`config.mk`:
```
export PLATFORM = sky130hd
export DESIGN_NAME = comp_weight_buffer
export DESIGN_NICKNAME = d
export VERILOG_FILES = /design/src/rtl/comp_weight_buffer.sv
export SDC_FILE = /design/constraint.sdc
export NUM_CORES = 1
export LEC_CHECK = 0
export CORE_ASPECT_RATIO = 1.2
export CORE_UTILIZATION = 49
export CTS_CLUSTER_SIZE = 25
export DETAILED_ROUTE_END_ITERATION = 6
export PLACE_DENSITY_LB_ADDON = 0.3
export SYNTH_ARGS = -nofsm -noshare
export SYNTH_HDL_FRONTEND = slang
export SYNTH_SLANG_ARGS = --single-unit
```
`constraint.sdc`:
```
create_clock -name clk -period 6.55 [get_ports clk]
set_input_delay 0.9825 -clock clk [delete_from_list [all_inputs] [get_ports clk]]
set_output_delay 0.9825 -clock clk [all_outputs]
set_load 0.03 [all_outputs]
```
`src/rtl/comp_weight_buffer.sv`:
```
// comp_weight_buffer
// Holds the 3-bit compensation weights and row indices produced by the weight-reduction
// unit, three slots per systolic column (slot address = col*3 + slot). Contents are
// served by 1-cycle random column reads or by a drain FSM that streams every column.
//
// Ports:
//   clk, rst_n                  clock (rising edge), async active-low reset
//   Load_Start                  clears valid bits, Entry_Count and Overflow
//   Compensation_out_valid      write strobe; Compensation_Mem_Wr_Addr/_Weight/_Row payload
//   Rd_En, Rd_Col               random column read request
//   Drain_Start                 starts sequential drain of all columns
//   Out_Valid, Out_Col          output bundle valid / column
//   Out_Slot_Valid, Out_Weight, Out_Row   per-slot bundle {slot2, slot1, slot0}
//   Drain_Busy, Drain_Done      drain status
//   Overflow                    sticky: overwrite of a valid slot or out-of-range write
//   Entry_Count                 number of valid slots
module comp_weight_buffer #(
   parameter int unsigned SIZE            = 8,
   parameter int unsigned CROW_WIDTH      = $clog2(SIZE),
   parameter int unsigned CMEM_SIZE       = SIZE * 3,
   parameter int unsigned CMEM_ADDR_WIDTH = $clog2(CMEM_SIZE),
   parameter int unsigned COL_WIDTH       = $clog2(SIZE)
) (
   input  logic                         clk,
   input  logic                         rst_n,
   input  logic                         Load_Start,
   input  logic                         Compensation_out_valid,
   input  logic [CMEM_ADDR_WIDTH-1:0]   Compensation_Mem_Wr_Addr,
   input  logic [2:0]                   Compensation_Weight,
   input  logic [CROW_WIDTH-1:0]        Compensation_Row,
   input  logic                         Rd_En,
   input  logic [COL_WIDTH-1:0]         Rd_Col,
   input  logic                         Drain_Start,
   output logic                         Out_Valid,
   output logic [COL_WIDTH-1:0]         Out_Col,
   output logic [2:0]                   Out_Slot_Valid,
   output logic [8:0]                   Out_Weight,
   output logic [3*CROW_WIDTH-1:0]      Out_Row,
   output logic                         Drain_Busy,
   output logic                         Drain_Done,
   output logic                         Overflow,
   output logic [CMEM_ADDR_WIDTH:0]     Entry_Count
);

   localparam int unsigned SLOTS = 3;
   localparam int unsigned WT_W  = 3;
   // col*3+2 always fits in COL_WIDTH+2 bits, so slot addresses never wrap
   localparam int unsigned SA_W  = COL_WIDTH + 2;
   localparam int unsigned EC_W  = CMEM_ADDR_WIDTH + 1;
   localparam logic [COL_WIDTH-1:0] LAST_COL = COL_WIDTH'(SIZE - 1);

   typedef enum logic [1:0] {IDLE, DRAIN, DONE} state_t;

   // ---------------------------------------------------------------- storage
   logic [WT_W-1:0]       wt_mem  [CMEM_SIZE];
   logic [CROW_WIDTH-1:0] row_mem [CMEM_SIZE];
   logic [CMEM_SIZE-1:0]  valid_q;
   logic [CMEM_SIZE-1:0]  valid_clr;
   logic [CMEM_SIZE-1:0]  valid_nx;
   logic                  wr_in_range;
   logic                  wr_ok;
   logic                  wr_hit;
   logic                  overflow_nx;
   logic [EC_W-1:0]       count_nx;

   assign wr_in_range = {1'b0, Compensation_Mem_Wr_Addr} < EC_W'(CMEM_SIZE);
   assign wr_ok       = Compensation_out_valid & wr_in_range;

   // Load_Start clears first, then the same-cycle write lands on the cleared image
   always_comb begin
      valid_clr = Load_Start ? '0 : valid_q;
      valid_nx  = valid_clr;
      wr_hit    = 1'b0;
      if (wr_ok) begin
         wr_hit                              = valid_clr[Compensation_Mem_Wr_Addr];
         valid_nx[Compensation_Mem_Wr_Addr]  = 1'b1;
      end
   end

   assign overflow_nx = (Load_Start ? 1'b0 : Overflow)
                      | (Compensation_out_valid & (~wr_in_range | wr_hit));
   assign count_nx    = (Load_Start ? '0 : Entry_Count) + EC_W'(wr_ok & ~wr_hit);

   // Valid bits and bookkeeping
   always_ff @(posedge clk or negedge rst_n) begin
      if (!rst_n) begin
         valid_q     <= '0;
         Overflow    <= 1'b0;
         Entry_Count <= '0;
      end else begin
         valid_q     <= valid_nx;
         Overflow    <= overflow_nx;
         Entry_Count <= count_nx;
      end
   end

   // Payload storage; contents are qualified by valid_q so no reset is needed
   always_ff @(posedge clk) begin
      if (wr_ok) begin
         wt_mem[Compensation_Mem_Wr_Addr]  <= Compensation_Weight;
         row_mem[Compensation_Mem_Wr_Addr] <= Compensation_Row;
      end
   end

   // ---------------------------------------------------------------- drain FSM
   state_t               state_q;
   state_t               state_nx;
   logic [COL_WIDTH-1:0] cnt_q;
   logic [COL_WIDTH-1:0] cnt_nx;
   logic                 drain_rd;
   logic                 done_nx;

   always_ff @(posedge clk or negedge rst_n) begin
      if (!rst_n) begin
         state_q    <= IDLE;
         cnt_q      <= '0;
         Drain_Busy <= 1'b0;
         Drain_Done <= 1'b0;
      end else begin
         state_q    <= state_nx;
         cnt_q      <= cnt_nx;
         Drain_Busy <= (state_nx != IDLE);
         Drain_Done <= done_nx;
      end
   end

   // Next state; Drain_Done is raised when the last column read is issued so it
   // lines up with that column's bundle one cycle later
   always_comb begin
      state_nx = state_q;
      cnt_nx   = cnt_q;
      drain_rd = 1'b0;
      done_nx  = 1'b0;
      unique case (state_q)
         IDLE: begin
            if (Drain_Start) begin
               state_nx = DRAIN;
               cnt_nx   = '0;
            end
         end
         DRAIN: begin
            drain_rd = 1'b1;
            cnt_nx   = cnt_q + COL_WIDTH'(1);
            if (cnt_q == LAST_COL) begin
               state_nx = DONE;
               done_nx  = 1'b1;
            end
         end
         DONE:    state_nx = IDLE;
         default: state_nx = IDLE;
      endcase
   end

   // ---------------------------------------------------------------- read path
   logic                    rd_req;
   logic [COL_WIDTH-1:0]    rd_col;
   logic [SA_W-1:0]         rd_base;
   logic [SA_W-1:0]         slot_a;
   logic [SLOTS-1:0]        rd_valid;
   logic [8:0]              rd_weight;
   logic [3*CROW_WIDTH-1:0] rd_row;

   // The drain owns the read port while active; Rd_Col is then ignored
   assign rd_req  = drain_rd | Rd_En;
   assign rd_col  = drain_rd ? cnt_q : Rd_Col;
   assign rd_base = (SA_W'(rd_col) << 1) + SA_W'(rd_col);

   // Column gather with write-first forwarding from the same-cycle write
   always_comb begin
      rd_valid  = '0;
      rd_weight = '0;
      rd_row    = '0;
      slot_a    = '0;
      for (int unsigned k = 0; k < SLOTS; k++) begin
         slot_a = rd_base + SA_W'(k);
         if (slot_a < SA_W'(CMEM_SIZE)) begin
            rd_valid[k] = valid_nx[slot_a];
            if (wr_ok && (SA_W'(Compensation_Mem_Wr_Addr) == slot_a)) begin
               rd_weight[k*WT_W +: WT_W]            = Compensation_Weight;
               rd_row[k*CROW_WIDTH +: CROW_WIDTH]   = Compensation_Row;
            end else begin
               rd_weight[k*WT_W +: WT_W]            = wt_mem[slot_a];
               rd_row[k*CROW_WIDTH +: CROW_WIDTH]   = row_mem[slot_a];
            end
         end
      end
   end

   // Output bundle; holds its last value when no read is issued
   always_ff @(posedge clk or negedge rst_n) begin
      if (!rst_n) begin
         Out_Valid      <= 1'b0;
         Out_Col        <= '0;
         Out_Slot_Valid <= '0;
         Out_Weight     <= '0;
         Out_Row        <= '0;
      end else begin
         Out_Valid <= rd_req;
         if (rd_req) begin
            Out_Col        <= rd_col;
            Out_Slot_Valid <= rd_valid;
            Out_Weight     <= rd_weight;
            Out_Row        <= rd_row;
         end
      end
   end

endmodule

```
-- Yosys cells after proc, flatten, opt, wreduce, memory -nomap -nowiden
Memory sizes are Yosys's and may differ from the RTL's. A register that Yosys moved wholly into a read port is not among the register bits.
Cells that the tools add are included.
- flip-flop bits (word level): 45
- RAM bits: 144
- output and inout bits: 34
- word-level logic and storage cells: 78
- memories kept: 2
- $add $sub $neg: 5
- magnitude comparators: 9
- equal/unequal tests: 3
- muxes and demuxes: 29
- bitwise gates (word level): 9
- reductions and logical operators: 11
- memories (name ; depth ; bits a word ; rd ports ; clocked after memory_dff ; write ports ; RTL line ; RTL):
    row_mem ; 24 ; 3 ; 3 ; 3 ; 1 ; 56 ; logic [CROW_WIDTH-1:0] row_mem [CMEM_SIZE];
    wt_mem ; 24 ; 3 ; 3 ; 3 ; 1 ; 55 ; logic [WT_W-1:0] wt_mem [CMEM_SIZE];
- operators with widths (kind ; count):
    24-bit 2-to-1 mux ; 2
    5-bit by 6-bit less-than comparator with 1-bit output, second input constant ; 4
    24-bit bitwise OR ; 1
    1-bit binary-select mux with 5-bit select ; 4
    5-bit less-than comparator, second input constant ; 4
    1-bit 2-to-1 mux ; 15
    6-bit adder ; 1
    1-bit by 6-bit AND with 6-bit output ; 1
    1-bit logical NOT ; 6
    3-bit 2-to-1 mux ; 2
    6-bit 2-to-1 mux ; 1
    1-bit NOT with 6-bit output ; 1
    3-bit case mux with 2 select lines ; 1
    4-bit by 3-bit adder with 5-bit output ; 1
    5-bit by 1-bit adder with 5-bit output, second input constant ; 1
    5-bit by 2-bit adder with 5-bit output, second input constant ; 1
    1-bit demux with 5-bit select ; 1
    5-bit by 1-bit greater-or-equal comparator with 1-bit output, second input constant ; 1
    2-bit 2-to-1 mux ; 2
    2-bit case mux with 2 select lines ; 1
    2-bit nonzero test ; 2
    3-bit by 1-bit adder with 3-bit output, second input constant ; 1
    3-bit == test, second input constant ; 1
    1-bit bitwise OR ; 3
    other kinds (7) ; 8

-- Depth between registers and ports, before layout
- depth after elaboration: 9
- gate-level depth with buffers: 25
- mapped depth without buffers: 15

-- Worst setup path after synthesis
OpenSTA, ideal clock, no wires.
- path type: input to register
- from: input port Rd_Col[0]
- to: register Out_Row[7] (read register of row_mem)
- library setup time: 0.076 ns
- data arrival time: 5.132 ns
- required time: 6.474 ns
- setup slack: 1.342 ns
- stages on the path: 21
- buffers on the path: 8
- path through: mux2i_4 > inv_2 > buf_6 > buf_4 > buf_2 > buf_2 > ha_1 > inv_1 > fa_1 > buf_2 > inv_1 > buf_1 > ha_1 > clkbuf_1 > xor2_1 > nor3_1 > o2111a_1 > or2_0 > buf_2 > or4b_1 > o21ai_1
- cells in the longest elaborated chain, start to end: 3
- RTL lines (item ; RTL line ; RTL):
    from (decl) ; 32 ; input logic [COL_WIDTH-1:0] Rd_Col,
    3-bit 2-to-1 mux ; 165 ; assign rd_col = drain_rd ? cnt_q : Rd_Col;
    4-bit by 3-bit adder with 5-bit output ; 166 ; assign rd_base = (SA_W'(rd_col) << 1) + SA_W'(rd_col);
    via rd_base[0] ; 157 ; logic [SA_W-1:0] rd_base;
    5-bit by 2-bit adder with 5-bit output ; 175 ; slot_a = rd_base + SA_W'(k);
    to (decl) ; 38 ; output logic [3*CROW_WIDTH-1:0] Out_Row,
The timed path passes the listed nets, and every way through them passes these cells.
A chain may end at the register's enable or synchronous reset.

-- Final worst setup path
- from: input port Rd_Col[1]
- to: register Out_Weight[7] (read register of wt_mem)
- cells in the longest elaborated chain, start to end: 3
- RTL lines (item ; RTL line ; RTL):
    3-bit 2-to-1 mux ; 165 ;
    4-bit by 3-bit adder with 5-bit output ; 166 ;
    5-bit by 2-bit adder with 5-bit output ; 175 ;
    to (decl) ; 37 ; output logic [8:0] Out_Weight,
Every way passes these cells.

==> flow_metrics.py <==
metrics = {
    "global_routing": {
        "grt_max_degree": 68,
        "gr-total-overflow": 0,
        "grt_pass1_wl_microns": 54500,
        "antenna_found_initial": 0,
        "gr-usage-met3_pct": 5.25,
        "grtUsageMet1_pct": 37.6,
        "use_met2_pct": 43.9,
        "globalRouteTotalUtil_pct": 28.5,
        "grt_pass1_vias": 8972,
        "grt.busiest_layer": "met2",
    },
    "clock_network": {
        "cts_resized": 0,
        "root_buffer": "clkbuf_16",
        "clock_sinks": 207,
        "insertion_delay_ns": 0.52,
        "postCtsSetupBuffers": 0,
        "holdBufCountCts": 0,
        "cts_tree": "built",
        "cts_buffer_depth": 3,
        "clk_pin_slew_ns": 0.06,
        "htreeDepth": 1,
        "numCtsBuffers": 22,
    },
    "yosys": {
        "synthesis.area_sq_mm": 0.0122,
        "syn_area_per_cell_sq_um": 11.8,
        "synth_top_cell_by_area": "edfxtp_1",
        "seq_area_frac_synth_pct": 48.5,
        "ys_ff_latch": 207,
        "yosys.cell_types.count": 68,
        "synth_nets": 1063,
        "async_reset_ff_share_pct": 30.4,
        "synth_warnings": 0,
        "synth-edff-count": 144,
        "synth_most_common_cell": "edfxtp_1",
        "synthTopCellsByCount": "edfxtp_1 (144), nand2_1 (141), mux2i_1 (128), nor2_1 (80), dfrtp_1 (63)",
        "synth_area_leaders": "edfxtp_1 (36%), dfrtp_1 (13%), mux2i_1 (11%)",
        "syn-instance-count": 1033,
        "synth.top_cell.area_share_pct": 35.6,
        "synth_flop_cell": "edfxtp_1",
    },
    "worst_setup_path": {
        "worstPathMaxFanout": 28,
        "startpoint_type": "input pin",
        "cp.required_ns": 6.99,
        "slowest_stage": "fa_1",
        "max_stage_delay_ns": 1.17,
        "worstPathArrival_ns": 5.54,
        "path_delay_family": "buffers and inverters",
        "end_kind": "flop",
        "reg2reg_depth": 15,
        "path_cells": "clkdlybuf4s50_1 -> mux2i_4 -> buf_4 -> fa_1 -> inv_1 -> ha_1 -> buf_4 -> xnor2_1 -> xnor2_2 -> buf_4 -> mux2_2 -> a2bb2oi_1 -> o21ai_0 -> a221o_1 -> o22ai_1",
        "cpMostUsedCell": "buf_4",
        "critPathKind": "in2reg",
        "path_depth": 15,
        "critPathBufInv": 5,
    },
    "sta": {
        "period_needed_ns": 5.10,
        "finalHoldViolCount": 0,
        "rsz0062_at_grt": "false",
        "skew_ns": 0.0387,
        "setup_tns_ns": 0,
        "timing.final.crit_share_pct": 77.9,
        "relSlewSlack_pct": 22.1,
        "whs_ns": 0.456,
        "maxSlewViolCount": 0,
        "fmax_ghz": 0.196,
        "finalSetupViolCount": 0,
        "tightest_slew_ns": 1.16,
    },
    "detailed_routing": {
        "drt-initial-drc-count": 1087,
        "drcViolationCount": 0,
        "routed-via-count": 9158,
        "via_per_inst": 6.60,
        "antenna_left": 0,
        "firstDrtPassIters": 7,
        "wirelength_microns": 35600,
        "wl_per_cell_microns": 25.6,
    },
    "floorplan": {
        "dieHeight_microns": 175,
        "io_pins": 54,
        "core_sq_mm": 0.0241,
        "die_area_sq_mm": 0.0255,
        "initial_core_util_pct": 50.4,
        "num_rows": 62,
        "die_w_microns": 146,
    },
    "place": {
        "hpwl_microns": 24000,
        "port-buffer-count": 53,
        "gp_congestion": 0.957,
    },
    "cells_and_area": {
        "final_util_pct": 56.1,
        "drive_gt1_share_pct": 12.3,
        "syn_to_final_growth_pct": 11.3,
        "insertedDiodeCount": 0,
        "nets": 1082,
    },
    "outcome": {
        "status": "complete, no violations",
    },
    "job": {
        "drv_cap": 0,
    },
    "worst_hold_path": {
        "min_path_cells": 1,
        "hp-class": "reg2reg",
    },
}
-- through the flow --
step	cells	area, sq um	setup WS (ns)
2_1_floorplan	1033	12200	1.34
3_3_place_gp	1348	12800	1.18
3_5_place_dp	1348	12800	1.06
4_1_cts	1388	13500	1.54
5_1_grt	1388	13500	1.29
6_report	1388	13500	1.45
-- per-layer routing --
| layer | share of wire [%] | up-vias |
|---|---|---|
| li1 | - | 3947 |
| met1 | 38 | 4493 |
| met2 | 46 | 591 |
| met3 | 10 | 127 |
| met4 | 6.3 | 0 |
| met5 | 0 | - |
-- layout by cell type, fill, tap and decap left out, types with 10 or more instances in the layout --
master,Yosys,routed
edfxtp_1,144,144
buf_4,6,20
clkdlybuf4s50_1,0,52
dfrtp_1,63,63
nand2_1,141,141
nor3_1,21,21
a311oi_1,10,10
clkbuf_16,0,23
a31oi_1,20,20
xnor2_1,13,12
o21ai_0,36,36
mux4_2,55,55
a21oi_1,28,27
nand3_1,21,21
inv_1,19,19
and3_1,14,14
o211ai_1,14,14
nor2_1,80,79
mux2i_1,128,128
-- kinds of logic after synthesis --
| group | after synthesis | synth area share (%) |
|---|---|---|
| simple gates | 322 | 11.9 |
| compound gates | 175 | 9.62 |
| mux | 194 | 22.5 |
| fa+ha+maj | 10 | 1.09 |
| buf+inv | 101 | 4.45 |
| xor+xnor | 24 | 1.91 |
| flops | 207 | 48.5 |
-- layout make-up --
type	count	area, sq um
fillers	1975	10600
flip-flops and latches	207	5900
multi-input cells	725	5760
repair buffers	74	696
clock buffers	28	594
well taps	320	400
clock inverters	12	97.6
inverters	22	82.6
-- final timing paths --
check                                          start                         to  slack, ns
worst max-delay path                       Rd_Col[1]  Out_Weight[7]$_DFFE_PN0P_       1.45
worst min-delay path            state_q[1]$_DFF_PN0_       state_q[0]$_DFF_PN0_       0.46
worst max register to register  state_q[1]$_DFF_PN0_  Out_Weight[7]$_DFFE_PN0P_       1.46
worst min register to register  state_q[1]$_DFF_PN0_       state_q[0]$_DFF_PN0_       0.46
max in group asynchronous                      rst_n  Out_Weight[4]$_DFFE_PN0P_       5.31
min in group asynchronous                      rst_n       valid_q[5]$_DFF_PN0_       0.67
-- sequential cells by signal, indices dropped and copies added, names as in the netlist --
signal / flops
Drain_Busy: 1
Drain_Done: 1
Entry_Count: 6
Out_Col: 3
Out_Row: 9
Out_Slot_Valid: 3
Out_Valid: 1
Out_Weight: 9
Overflow: 1
cnt_q: 3
row_mem: 72
state_q: 2
valid_q: 24
wt_mem: 72
Power is not shown: default switching activity piles up to over one toggle a cycle in this logic, so the estimate is an artifact.
==> variant, RTL diff (config.mk and constraints unchanged) <==
The parameter `SIZE` goes from 8 to 16.
--- a/src/rtl/comp_weight_buffer.sv
+++ b/src/rtl/comp_weight_buffer.sv
@@ -17,3 +17,3 @@
 module comp_weight_buffer #(
-   parameter int unsigned SIZE            = 8,
+   parameter int unsigned SIZE            = 16,
    parameter int unsigned CROW_WIDTH      = $clog2(SIZE),
Interface: changed (6 resized); port bits go from 54 to 62. The function was not compared with the original's and may differ.
==> variant against the original RTL <==
- the flow now finishes with violations (design-rule violations)
- largest cell class unchanged
- sequential cell count rose by 222
- area after synthesis grew 110%
- non-clock buffer count up 63
- design area is 110% higher
- highest routed layer unchanged
- worst setup slack got worse by 690 ps
- wire length increased to 2.6 times the old value
Power is not shown: default switching activity piles up to over one toggle a cycle in this logic, so the estimate is an artifact.
==> variant: results <==
set metrics [dict create \
    place_congestion 1.02 \
    drive_gt1_frac 0.125 \
    hold_class "in -> async" \
    cts_sinks 429 \
    timing.rr.end "Out_Weight[3]" \
    synth-edff-count 336 \
    yosys.area_share.adder 0.00528 \
    htree_levels 2 \
    reg2reg_slack_ps 760 \
    fillCellCount 4248 \
    grt_max_degree 164 \
    cp_max_fo 27 \
    arrival_ps 6290 \
    antenna_found_initial 1 \
    max-slew-margin-rel 0.146 \
    synth_xor_area_frac 0.0163 \
    drc_errors 1 \
    nMultiInputCombCells 1721 \
    top_regs "row_mem (192), wt_mem (144), valid_q (48)" \
    viasPerCell 6.93 \
    synth_area_leaders "edfxtp_1 40%, mux4_2 9.6%, dfrtp_1 9.3%" \
    io_buffer_count 61 \
    crit_path_end "Out_Weight[3]" \
    nonClkBufAreaFrac 0.0440 \
    finalClockSkew_ps 17.9 \
    synth_fp_nets 2404 \
    violations "design-rule violations" \
    netlist-cell-type-count 82 \
    hpwl_um 61100 \
    status "finished with violations" \
]
variant: cell types whose count changed after synthesis, moves of 30 or more:
cell / change
mux4_2: +52
clkbuf_1: +59
a21oi_1: +39
dfrtp_1: +30
edfxtp_1: +192
and3_1: +52
nand2_1: +417
nor2_1: +63
buf_2: +49
nand3_1: +169
variant: metrics by stage:
| step | util | instance area, um^2 | hold WS [ps] | worst slack (ps) |
|---|---|---|---|---|
| after floorplan | - | 25100 | 446 | 397 |
| after global placement | 0.522 | 26400 | 482 | 533 |
| after detailed placement | 0.522 | 26400 | 479 | 573 |
| after CTS | 0.551 | 27800 | 353 | 943 |
| after global routing | 0.551 | 27800 | 384 | 510 |
| final | 0.551 | 27800 | 361 | 763 |
variant: cells by family (layout without fill, tap and decap cells):
logic type               after synthesis  count (layout)
adder cells (fa/ha/maj)               10              10
AND/OR/NAND/NOR                     1059            1059
buffers and inverters                221             241
multiplexers                         253             253
flip-flops                           429             429
XOR/XNOR                              33              33
AO/OA/AOI/OAI                        366             366
variant: metal layers:
| metal | vias to the layer above | GRT usage | share of wire | routed length [um] |
|---|---|---|---|---|
| met1 | 10300 | 0.437 | 0.36 | 32300 |
| met5 | - | 0 | 0 | 0 |
| li1 | 8851 | - | - | - |
| met3 | 374 | 0.0776 | 0.11 | 9920 |
| met4 | 0 | 0.244 | 0.080 | 7260 |
| met2 | 1542 | 0.538 | 0.45 | 41200 |
variant: worst max-delay path, cell delays in order, from the launching register on:
cell	delay [ps]
dfrtp_1	400
nor2b_1	520
mux2_2	580
ha_4	200
inv_1	60
fa_2	670
buf_4	350
xor2_4	640
buf_4	440
nand2_1	90
and3_1	180
a31oi_1	330
o22ai_1	160
o21ai_0	450
or4b_1	480
a21oi_1	130
